### src/rtl/pipe_stall_ctrl_pkg.sv
// Shared constants for the pipeline hazard controller.
//   - Stall bus width, requester indices, default per-requester stall
//     depths and default flush mask.
//   - Watchdog counter width (covers TIMEOUT up to 2^16-1).
package pipe_stall_ctrl_pkg;

  localparam int STALL_W  = 6;
  localparam int WD_CNT_W = 16;

  // Requester index constants (bit position in stallreq).
  localparam int REQ_EX   = 0;
  localparam int REQ_BRU  = 1;
  localparam int REQ_LOAD = 2;

  // One 4-bit depth per requester; field i stalls bits [LEVEL_i-1:0].
  // req0=EX stalls 4 stages, req1=BRU 3, req2=LOAD 2.
  localparam logic [11:0]        DEF_REQ_LEVEL  = {4'd2, 4'd3, 4'd4};
  localparam logic [STALL_W-1:0] DEF_FLUSH_MASK = 6'b011110;

endpackage

### src/rtl/pipe_stall_ctrl_if.sv
// Bundle between the pipeline stages and the hazard controller.
//   master : pipeline side, raises stall/flush requests, consumes controls.
//   slave  : hazard controller.
// Handshake: flush_req is a one-cycle valid qualifying flush_pc; there is
// no ready -- the controller accepts every request on the edge it is seen.
// stallreq is a level request, honoured in the same cycle.
interface pipe_stall_ctrl_if #(
  parameter int STAGES = 6,
  parameter int NREQ   = 3
);
  logic [NREQ-1:0]   stallreq;
  logic              flush_req;
  logic [31:0]       flush_pc;
  logic [STAGES-1:0] stall;
  logic [STAGES-1:0] bubble;
  logic [STAGES-1:0] flush;
  logic              new_pc_valid;
  logic [31:0]       new_pc;
  logic              stall_timeout;

  modport master (
    output stallreq, flush_req, flush_pc,
    input  stall, bubble, flush, new_pc_valid, new_pc, stall_timeout
  );

  modport slave (
    input  stallreq, flush_req, flush_pc,
    output stall, bubble, flush, new_pc_valid, new_pc, stall_timeout
  );
endinterface

### src/rtl/pipe_stall_ctrl_stall_watchdog.sv
// Saturating stall-cycle counter with a sticky timeout flag.
// Ports:
//   clk, resetn : clock, asynchronous active-low reset
//   active      : PC is held this cycle (count)
//   clear       : flush accepted this cycle (clears count and flag)
//   timeout     : sticky flag, set on the edge the count reaches TIMEOUT
module stall_watchdog
  import pipe_stall_ctrl_pkg::*;
#(
  parameter int TIMEOUT = 1024
) (
  input  logic clk,
  input  logic resetn,
  input  logic active,
  input  logic clear,
  output logic timeout
);
  localparam logic [WD_CNT_W-1:0] LIMIT = WD_CNT_W'(TIMEOUT);

  logic [WD_CNT_W-1:0] cnt_q, cnt_d;
  logic                flag_q, flag_d;

  always_comb begin
    cnt_d  = cnt_q;
    flag_d = flag_q;
    if (clear) begin
      cnt_d  = '0;
      flag_d = 1'b0;
    end else if (!active) begin
      cnt_d = '0;
    end else begin
      if (cnt_q != LIMIT) cnt_d = cnt_q + 1'b1;
      if (cnt_d == LIMIT) flag_d = 1'b1;
    end
  end

  always_ff @(posedge clk or negedge resetn) begin
    if (!resetn) begin
      cnt_q  <= '0;
      flag_q <= 1'b0;
    end else begin
      cnt_q  <= cnt_d;
      flag_q <= flag_d;
    end
  end

  assign timeout = flag_q;
endmodule

### src/rtl/pipe_stall_ctrl.sv
// Pipeline hazard controller: merges stall requests into a prefix hold mask,
// derives bubble strobes, registers flush/redirect pulses, runs a watchdog.
// Ports:
//   clk, resetn    : clock, asynchronous active-low reset
//   bus (slave)    : stallreq/flush_req/flush_pc in; stall/bubble (comb),
//                    flush/new_pc_valid/new_pc (registered), stall_timeout out
//   perf_clr, perf_stall_cnt, perf_flush_cnt : present only when CTRL_PERF_EN
//                    is defined (stall-cycle and flush counters)
module pipe_stall_ctrl
  import pipe_stall_ctrl_pkg::*;
#(
  parameter int                  STAGES     = STALL_W,
  parameter int                  NREQ       = 3,
  parameter logic [4*NREQ-1:0]   REQ_LEVEL  = DEF_REQ_LEVEL,
  parameter logic [STAGES-1:0]   FLUSH_MASK = DEF_FLUSH_MASK,
  parameter int                  TIMEOUT    = 1024
) (
  input  logic                   clk,
  input  logic                   resetn,
  pipe_stall_ctrl_if.slave       bus
`ifdef CTRL_PERF_EN
  ,
  input  logic                   perf_clr,
  output logic [31:0]            perf_stall_cnt,
  output logic [31:0]            perf_flush_cnt
`endif
);
  logic [STAGES-1:0] stall_w;
  logic [STAGES-1:0] bubble_w;
  logic [STAGES-1:0] flush_q, flush_d;
  logic              npv_q, npv_d;
  logic [31:0]       new_pc_q, new_pc_d;

  // Prefix merge. In STAGES-bit arithmetic (1<<STAGES) wraps to 0, so a
  // level equal to STAGES still yields the all-ones mask.
  always_comb begin
    stall_w = '0;
    for (int i = 0; i < NREQ; i++) begin
      if (bus.stallreq[i])
        stall_w |= (STAGES'(1) << REQ_LEVEL[4*i +: 4]) - STAGES'(1);
    end
    // A redirect in flight owns the pipeline; reset drops holds at once.
    if (!resetn || npv_q) stall_w = '0;
  end

  // Bubble goes into the first register that keeps moving behind the stall.
  always_comb begin
    bubble_w = '0;
    for (int k = 1; k < STAGES; k++)
      bubble_w[k] = stall_w[k-1] & ~stall_w[k];
  end

  always_comb begin
    flush_d  = bus.flush_req ? FLUSH_MASK : '0;
    npv_d    = bus.flush_req;
    new_pc_d = bus.flush_req ? bus.flush_pc : new_pc_q;
  end

  always_ff @(posedge clk or negedge resetn) begin
    if (!resetn) begin
      flush_q  <= '0;
      npv_q    <= 1'b0;
      new_pc_q <= '0;
    end else begin
      flush_q  <= flush_d;
      npv_q    <= npv_d;
      new_pc_q <= new_pc_d;
    end
  end

  stall_watchdog #(.TIMEOUT(TIMEOUT)) u_wd (
    .clk     (clk),
    .resetn  (resetn),
    .active  (stall_w[0]),
    .clear   (bus.flush_req),
    .timeout (bus.stall_timeout)
  );

  assign bus.stall        = stall_w;
  assign bus.bubble       = bubble_w;
  assign bus.flush        = flush_q;
  assign bus.new_pc_valid = npv_q;
  assign bus.new_pc       = new_pc_q;

`ifdef CTRL_PERF_EN
  logic [31:0] pstall_q, pstall_d;
  logic [31:0] pflush_q, pflush_d;

  always_comb begin
    pstall_d = pstall_q + {31'd0, stall_w[0]};
    pflush_d = pflush_q + {31'd0, npv_q};
    if (perf_clr) begin
      pstall_d = '0;
      pflush_d = '0;
    end
  end

  always_ff @(posedge clk or negedge resetn) begin
    if (!resetn) begin
      pstall_q <= '0;
      pflush_q <= '0;
    end else begin
      pstall_q <= pstall_d;
      pflush_q <= pflush_d;
    end
  end

  assign perf_stall_cnt = pstall_q;
  assign perf_flush_cnt = pflush_q;
`endif
endmodule

### src/flat_wrapper.sv
// flat-port wrapper written by rule: the top's interface ports become plain ports
module pipe_stall_ctrl_flat import pipe_stall_ctrl_pkg::*;
#(
  parameter int                  STAGES     = STALL_W,
  parameter int                  NREQ       = 3,
  parameter logic [4*NREQ-1:0]   REQ_LEVEL  = DEF_REQ_LEVEL,
  parameter logic [STAGES-1:0]   FLUSH_MASK = DEF_FLUSH_MASK,
  parameter int                  TIMEOUT    = 1024
)
  (clk, resetn, bus_stallreq, bus_flush_req, bus_flush_pc, bus_stall, bus_bubble, bus_flush, bus_new_pc_valid, bus_new_pc, bus_stall_timeout);
  pipe_stall_ctrl_if #(.STAGES(STAGES), .NREQ(NREQ)) bus_i ();
  input  logic clk;
  input  logic resetn;
  input wire logic [$bits(bus_i.stallreq)-1:0] bus_stallreq;
  input wire logic [$bits(bus_i.flush_req)-1:0] bus_flush_req;
  input wire logic [$bits(bus_i.flush_pc)-1:0] bus_flush_pc;
  output wire logic [$bits(bus_i.stall)-1:0] bus_stall;
  output wire logic [$bits(bus_i.bubble)-1:0] bus_bubble;
  output wire logic [$bits(bus_i.flush)-1:0] bus_flush;
  output wire logic [$bits(bus_i.new_pc_valid)-1:0] bus_new_pc_valid;
  output wire logic [$bits(bus_i.new_pc)-1:0] bus_new_pc;
  output wire logic [$bits(bus_i.stall_timeout)-1:0] bus_stall_timeout;
  assign bus_i.stallreq = bus_stallreq;
  assign bus_i.flush_req = bus_flush_req;
  assign bus_i.flush_pc = bus_flush_pc;
  assign bus_stall = bus_i.stall;
  assign bus_bubble = bus_i.bubble;
  assign bus_flush = bus_i.flush;
  assign bus_new_pc_valid = bus_i.new_pc_valid;
  assign bus_new_pc = bus_i.new_pc;
  assign bus_stall_timeout = bus_i.stall_timeout;
  pipe_stall_ctrl #(.STAGES(STAGES), .NREQ(NREQ), .REQ_LEVEL(REQ_LEVEL), .FLUSH_MASK(FLUSH_MASK), .TIMEOUT(TIMEOUT)) u_core (.clk(clk), .resetn(resetn), .bus(bus_i));
endmodule
### config.mk
export PLATFORM = sky130hd
export DESIGN_NAME = pipe_stall_ctrl_flat
export DESIGN_NICKNAME = d
export VERILOG_FILES = /design/src/rtl/pipe_stall_ctrl_pkg.sv /design/src/rtl/pipe_stall_ctrl_if.sv /design/src/rtl/pipe_stall_ctrl_stall_watchdog.sv /design/src/rtl/pipe_stall_ctrl.sv /design/src/flat_wrapper.sv
export SDC_FILE = /design/constraint.sdc
export NUM_CORES = 1
export LEC_CHECK = 0
export ABC_CLOCK_PERIOD_IN_PS = 3200
export CAP_MARGIN = 15
export CELL_PAD_IN_SITES_DETAIL_PLACEMENT = 1
export CELL_PAD_IN_SITES_GLOBAL_PLACEMENT = 1
export CORE_MARGIN = 4
export CORE_UTILIZATION = 50
export DETAILED_ROUTE_END_ITERATION = 7
export DONT_BUFFER_PORTS = 1
export HOLD_SLACK_MARGIN = 0.05
export PLACE_DENSITY_LB_ADDON = 0.1
export SLEW_MARGIN = 15
export SYNTH_ARGS = -nofsm -noshare
export SYNTH_HDL_FRONTEND = slang
export SYNTH_HIERARCHICAL = 1
export SYNTH_SLANG_ARGS = --single-unit
### constraint.sdc
create_clock -name clk -period 3.2 [get_ports clk]
set_clock_uncertainty 0.1 [all_clocks]
set_input_delay 0.8 -clock clk [delete_from_list [all_inputs] [get_ports clk]]
set_output_delay 0.8 -clock clk [all_outputs]
set_load 0.1 [all_outputs]
; ---- Yosys cells after proc, flatten, opt, wreduce, memory -nomap -nowiden
; Index checks and enable logic that the tools add are counted.
[classes]
add_sub_neg = 1
bitwise_logic = 10
n_eq_ne = 2
mux = 13
reduce_logical = 5
[ops]
columns = cell, n
row1 = $mux 16, 5
row2 = $add 16x1->16 const B, 1
row3 = $eq 16x11->1 const B, 1
row4 = $ne 16x11->1 const B, 1
row5 = $mux 4, 2
row6 = $mux 5, 1
row7 = $and 1x1->1, 4
row8 = $reduce_bool 2->1, 2
row9 = $mux 1, 3
row10 = $mux 3, 1
row11 = $not 1->1, 3
row12 = $mux 2, 1
row13 = $not 1->1 const A, 2
row14 = $reduce_and 2->1, 1
row15 = $and 1x1->1 const A, 1
row16 = $logic_not 1->1, 1
row17 = $logic_or 1x1->1, 1
[word_totals]
out_inout_bits = 52
wordCells = 36
in_bits = 38
register_bits = 56

; ---- Depth between registers and ports, before layout
[depth]
depth_word = 10
ltp_mapped = 8

; ---- By module
; The synthesis kept the hierarchy.
[by_module_without_submodules]
columns = mod, instances, cells_each, area_each_um2
row1 = pipe_stall_ctrl, 1, 92, 1525.2
row2 = stall_watchdog, 1, 112, 1026.0

; ---- Worst setup path before layout
; Ideal clock, no wire load.
[synth_timing]
path_type = register -> output
startpoint = register, netlist name u_core/bus.flush[3]
endpoint = output bus_bubble[2]
path_slack_ps = -1904
stages_incl_launch_ff = 3
arrival_time_ps = 4204
path_cell_list = dfrtp_1 -> nand2b_4 -> nor4b_1
[synth_lines]
columns = element, line_no
row1 = end: declaration, flat_wrapper.sv:18  ; output wire logic [$bits(bus_i.bubble)-1:0] bus_bubble;

==> impl_metrics.xml <==
<?xml version="1.0" encoding="UTF-8"?>
<metrics>
  <group name="status">
    <metric name="outcome" unit="">complete, no violations</metric>
  </group>
  <group name="sta">
    <metric name="hold_viol_final" unit="">0</metric>
    <metric name="timing.hold.ws" unit="ns">0.0758</metric>
    <metric name="setup_violations" unit="">0</metric>
    <metric name="worst_pin_slew" unit="ns">0.933</metric>
    <metric name="rsz0062_at_grt" unit="">false</metric>
    <metric name="max_freq" unit="GHz">0.397</metric>
    <metric name="min_period" unit="ns">2.52</metric>
    <metric name="headroom_to_the_max_slew_limit" unit="">0.378</metric>
    <metric name="fin_crit_sh" unit="">0.787</metric>
    <metric name="setup-tns-final" unit="ns">0</metric>
    <metric name="report.final.slew_viol_count" unit="">0</metric>
  </group>
  <group name="logic_synthesis">
    <metric name="synth-seq-area-share" unit="">0.490</metric>
    <metric name="postSynthCellCount" unit="">204</metric>
    <metric name="synthesis.area_per_instance" unit="um^2">12.5</metric>
    <metric name="synth_edf_count" unit="">0</metric>
    <metric name="synthTopCellsByArea" unit="">sky130_fd_sc_hd__dfrtp_1, sky130_fd_sc_hd__mux2_4, sky130_fd_sc_hd__buf_4</metric>
    <metric name="dominantRegCellSynth" unit="">sky130_fd_sc_hd__dfrtp_1</metric>
    <metric name="synth-warning-count" unit="">6</metric>
    <metric name="yosysTopAreaCell" unit="">sky130_fd_sc_hd__dfrtp_1</metric>
    <metric name="synthDistinctLibCells" unit="">37</metric>
    <metric name="ys_seq_elements" unit="">50</metric>
    <metric name="syn-cell-area" unit="um^2">2550</metric>
    <metric name="yosysTopAreaCellShare" unit="">0.490</metric>
    <metric name="leading_cell_type_by_number_of_instances_after_synthesis" unit="">sky130_fd_sc_hd__dfrtp_1</metric>
    <metric name="synth_async_sr_flop_share" unit="">1.00</metric>
    <metric name="synth.top_cells.by_count" unit="">sky130_fd_sc_hd__dfrtp_1, sky130_fd_sc_hd__mux2_4, sky130_fd_sc_hd__nor2_1, sky130_fd_sc_hd__buf_4, sky130_fd_sc_hd__xor2_1</metric>
  </group>
  <group name="power">
    <metric name="power_leakage" unit="nW">1.20</metric>
    <metric name="intPower" unit="mW">0.980</metric>
    <metric name="vdd_ir_drop_max" unit="mV">0.308</metric>
    <metric name="portion_of_total_power_attributed_to_combinational_logic" unit="">0.113</metric>
    <metric name="clockPowerShare" unit="">0.277</metric>
    <metric name="p_switching" unit="mW">0.672</metric>
    <metric name="power.density_cell_area" unit="nW/um^2">610</metric>
    <metric name="seq_power_share" unit="">0.610</metric>
    <metric name="fin_total_pwr" unit="mW">1.65</metric>
    <metric name="power.share.switching" unit="">0.407</metric>
  </group>
  <group name="final_layout">
    <metric name="syn_to_final_growth" unit="%">6.08</metric>
    <metric name="finish.net_count" unit="">241</metric>
    <metric name="stdcell_count" unit="">269</metric>
    <metric name="final_design_area_no_fill" unit="um^2">2710</metric>
    <metric name="nFillCells" unit="">501</metric>
    <metric name="final_layout_size_suffix_gt1_frac" unit="">0.287</metric>
    <metric name="num_antenna_cells" unit="">0</metric>
  </group>
  <group name="global_route">
    <metric name="grt_overflow_total" unit="">0</metric>
    <metric name="grt_first_pass_wirelength" unit="um">8480</metric>
    <metric name="grt_start_max_net_pins" unit="">52</metric>
    <metric name="grt_antenna_before_repair" unit="">0</metric>
    <metric name="aggregate_global_route_resource_usage" unit="">0.177</metric>
    <metric name="vias_in_the_first_global_route" unit="">1708</metric>
  </group>
  <group name="critical_path">
    <metric name="path_delay_family" unit="">flip-flops</metric>
    <metric name="path_cells" unit="">nand2b_4 -&gt; nor2_4 -&gt; buf_4</metric>
    <metric name="worst_r2r_startpoint" unit="">u_core/u_wd/cnt_q[0]$_DFF_PN0_</metric>
    <metric name="setup_slack_of_the_most_critical_reg_to_reg_path" unit="ns">0.87</metric>
    <metric name="end_kind" unit="">output pin</metric>
    <metric name="critPathLaunchType" unit="">flop</metric>
    <metric name="crit_cells" unit="">3</metric>
    <metric name="critPathMaxFanout" unit="">5</metric>
    <metric name="worst_path_max_delay_cell" unit="">sky130_fd_sc_hd__dfrtp_4</metric>
    <metric name="cp_data_arrival_time" unit="ns">1.62</metric>
    <metric name="r2r_end" unit="">u_core/u_wd/timeout$_DFFE_PN0P_</metric>
    <metric name="rr_worst_depth" unit="">8</metric>
    <metric name="max_stage_delay" unit="ns">0.50</metric>
    <metric name="worst-path-buf-inv" unit="">1</metric>
    <metric name="cp_data_required_time" unit="ns">2.30</metric>
    <metric name="worstSetupPathType" unit="">flop to output pin</metric>
  </group>
  <group name="die">
    <metric name="floorplan.initialDensity" unit="">0.530</metric>
    <metric name="io_pins" unit="">90</metric>
    <metric name="height_of_the_chip" unit="um">79.4</metric>
    <metric name="die_x_extent" unit="um">79.4</metric>
    <metric name="floorplan.die_area" unit="um^2">6310</metric>
    <metric name="row_count" unit="">25</metric>
    <metric name="placeableCoreArea" unit="um^2">4820</metric>
  </group>
  <group name="cts">
    <metric name="clock_latency" unit="ns">0.31</metric>
    <metric name="cts_tree" unit="">yes</metric>
    <metric name="h-tree-depth" unit="">2</metric>
    <metric name="postCtsResizedCells" unit="">0</metric>
    <metric name="clockRootBuffer" unit="">sky130_fd_sc_hd__clkbuf_8</metric>
    <metric name="cts-root-to-sink-buffers" unit="">2</metric>
    <metric name="cts.repair_timing.setup_buffer_count" unit="">0</metric>
    <metric name="clock_sinks" unit="">50</metric>
    <metric name="cts_made_buffers" unit="">5</metric>
    <metric name="ctsHoldBuffers" unit="">0</metric>
    <metric name="clkTransAtPathRegs" unit="ns">0.09</metric>
  </group>
  <group name="detailed_routing">
    <metric name="drt_drc_violations_left" unit="">0</metric>
    <metric name="num_vias" unit="">1476</metric>
    <metric name="drt-pass1-iter-count" unit="">5</metric>
    <metric name="drt_iter0_markers" unit="">104</metric>
    <metric name="remaining_antenna_violation_count" unit="">0</metric>
    <metric name="route.detailed.wl_per_inst" unit="um">19.8</metric>
    <metric name="routed_wl" unit="um">5310</metric>
    <metric name="vias_per_cell" unit="">5.49</metric>
  </group>
  <group name="place">
    <metric name="dpl-instance-area" unit="um^2">2590</metric>
    <metric name="routabilityCongestion" unit="">0.785</metric>
    <metric name="buffer_ports.inserted" unit="">0</metric>
    <metric name="dp.cells" unit="">261</metric>
    <metric name="detailed_place_hpwl" unit="um">3820</metric>
  </group>
  <group name="job">
    <metric name="maxCapViolCount" unit="">0</metric>
  </group>
  <group name="hold_path">
    <metric name="worstHoldPathType" unit="">input port to asynchronous set/reset pin</metric>
  </group>
</metrics>
-- per-stage QoR --
| step | utilization | worst slack [ns] |
|---|---|---|
| after floorplan | - | -0.523 |
| after global placement | 0.537 | 0.817 |
| after detailed placement | 0.537 | 0.788 |
| after CTS | 0.562 | 0.666 |
| after global routing | 0.562 | 0.629 |
| final | 0.562 | 0.683 |
-- layer usage --
metal	global-route usage	wire length (um)	vias to the layer above
met2	0.294	2700	60
met1	0.206	2110	736
met4	0.0790	92	0
met3	0.0598	415	8
met5	0	0	-
li1	-	-	672
-- power groups by stage --
| stage | logic (mW) | clock network, mW | registers, mW |
|---|---|---|---|
| after global placement | 0.183 | 0 | 1.02 |
| after floorplan | 0.191 | 0 | 1.01 |
| final | 0.187 | 0.458 | 1.01 |
| after global routing | 0.194 | 0.498 | 1.01 |
| after CTS | 0.188 | 0.472 | 1.01 |
| after detailed placement | 0.187 | 0 | 1.02 |
-- layout by cell type, fill, tap and decap left out, types with 3 or more instances in the layout --
cell	n
sky130_fd_sc_hd__mux2_4	30
sky130_fd_sc_hd__nor2b_1	3
sky130_fd_sc_hd__clkbuf_8	5
sky130_fd_sc_hd__inv_1	5
sky130_fd_sc_hd__dfrtp_1	49
sky130_fd_sc_hd__nand4_1	7
sky130_fd_sc_hd__nor2_1	18
sky130_fd_sc_hd__a21oi_1	5
sky130_fd_sc_hd__nand3_1	3
sky130_fd_sc_hd__xnor2_1	5
sky130_fd_sc_hd__buf_4	3
sky130_fd_sc_hd__or3_1	3
sky130_fd_sc_hd__nor3_1	3
sky130_fd_sc_hd__buf_12	4
sky130_fd_sc_hd__nand2_1	8
sky130_fd_sc_hd__mux2_2	3
sky130_fd_sc_hd__conb_1	7
sky130_fd_sc_hd__and3_1	3
sky130_fd_sc_hd__xor2_1	9
-- cell families (layout without fill, tap and decap cells) --
logic type,after synthesis,in the layout,synth area share
mux,33,33,0.190
flops,50,50,0.490
compound gates,12,12,0.0289
xor+xnor,14,14,0.0481
other cells,1,7,0.00147
buf+inv,28,20,0.0932
fa+ha+maj,2,2,0.00981
simple gates,64,64,0.138
-- layout make-up --
| cell class | count | area (um^2) | area share |
|---|---|---|---|
| Clock buffer | 5 | 68.8 | 0.0254 |
| Multi-Input combinational cell | 132 | 1130 | 0.417 |
| Timing Repair Buffer | 7 | 103 | 0.0379 |
| Sequential cell | 50 | 1250 | 0.464 |
| Inverter | 5 | 18.8 | 0.00693 |
| Clock inverter | 3 | 48.8 | 0.0180 |
| Tap cell | 67 | 83.8 | 0.0310 |
-- worst max path at each step --
stage                                   startpoint  slack [ns]                               to
detailed placement                 bus_stallreq[1]        0.79                     bus_stall[1]
floorplan            u_core/bus.flush[3]$_DFF_PN0_       -0.52                    bus_bubble[2]
global placement                            resetn        0.82                     bus_stall[0]
finish               u_core/bus.flush[3]$_DFF_PN0_        0.68                     bus_stall[1]
global route        u_core/u_wd/cnt_q[0]$_DFF_PN0_        0.63  u_core/u_wd/timeout$_DFFE_PN0P_
CTS                  u_core/bus.flush[3]$_DFF_PN0_        0.67                     bus_stall[1]
-- worst reg2reg max path: cells and delay by family (launching register included) --
family	cells	cell delay, ns
AO/OA/AOI/OAI	1	0.25
adder cells (fa/ha/maj)	1	0.14
AND/OR/NAND/NOR	4	0.80
flip-flops	1	0.46
buffers and inverters	1	0.12
multiplexers	1	0.36
-- flip-flops by register name, indices dropped and copies added (netlist names) --
| signal | flops |
|---|---|
| u_core/bus.new_pc | 32 |
| u_core/u_wd/cnt_q | 16 |
| u_core/u_wd/timeout | 1 |
| u_core/bus.flush | 1 |
Note: power is estimated with default switching activity, not from simulation.
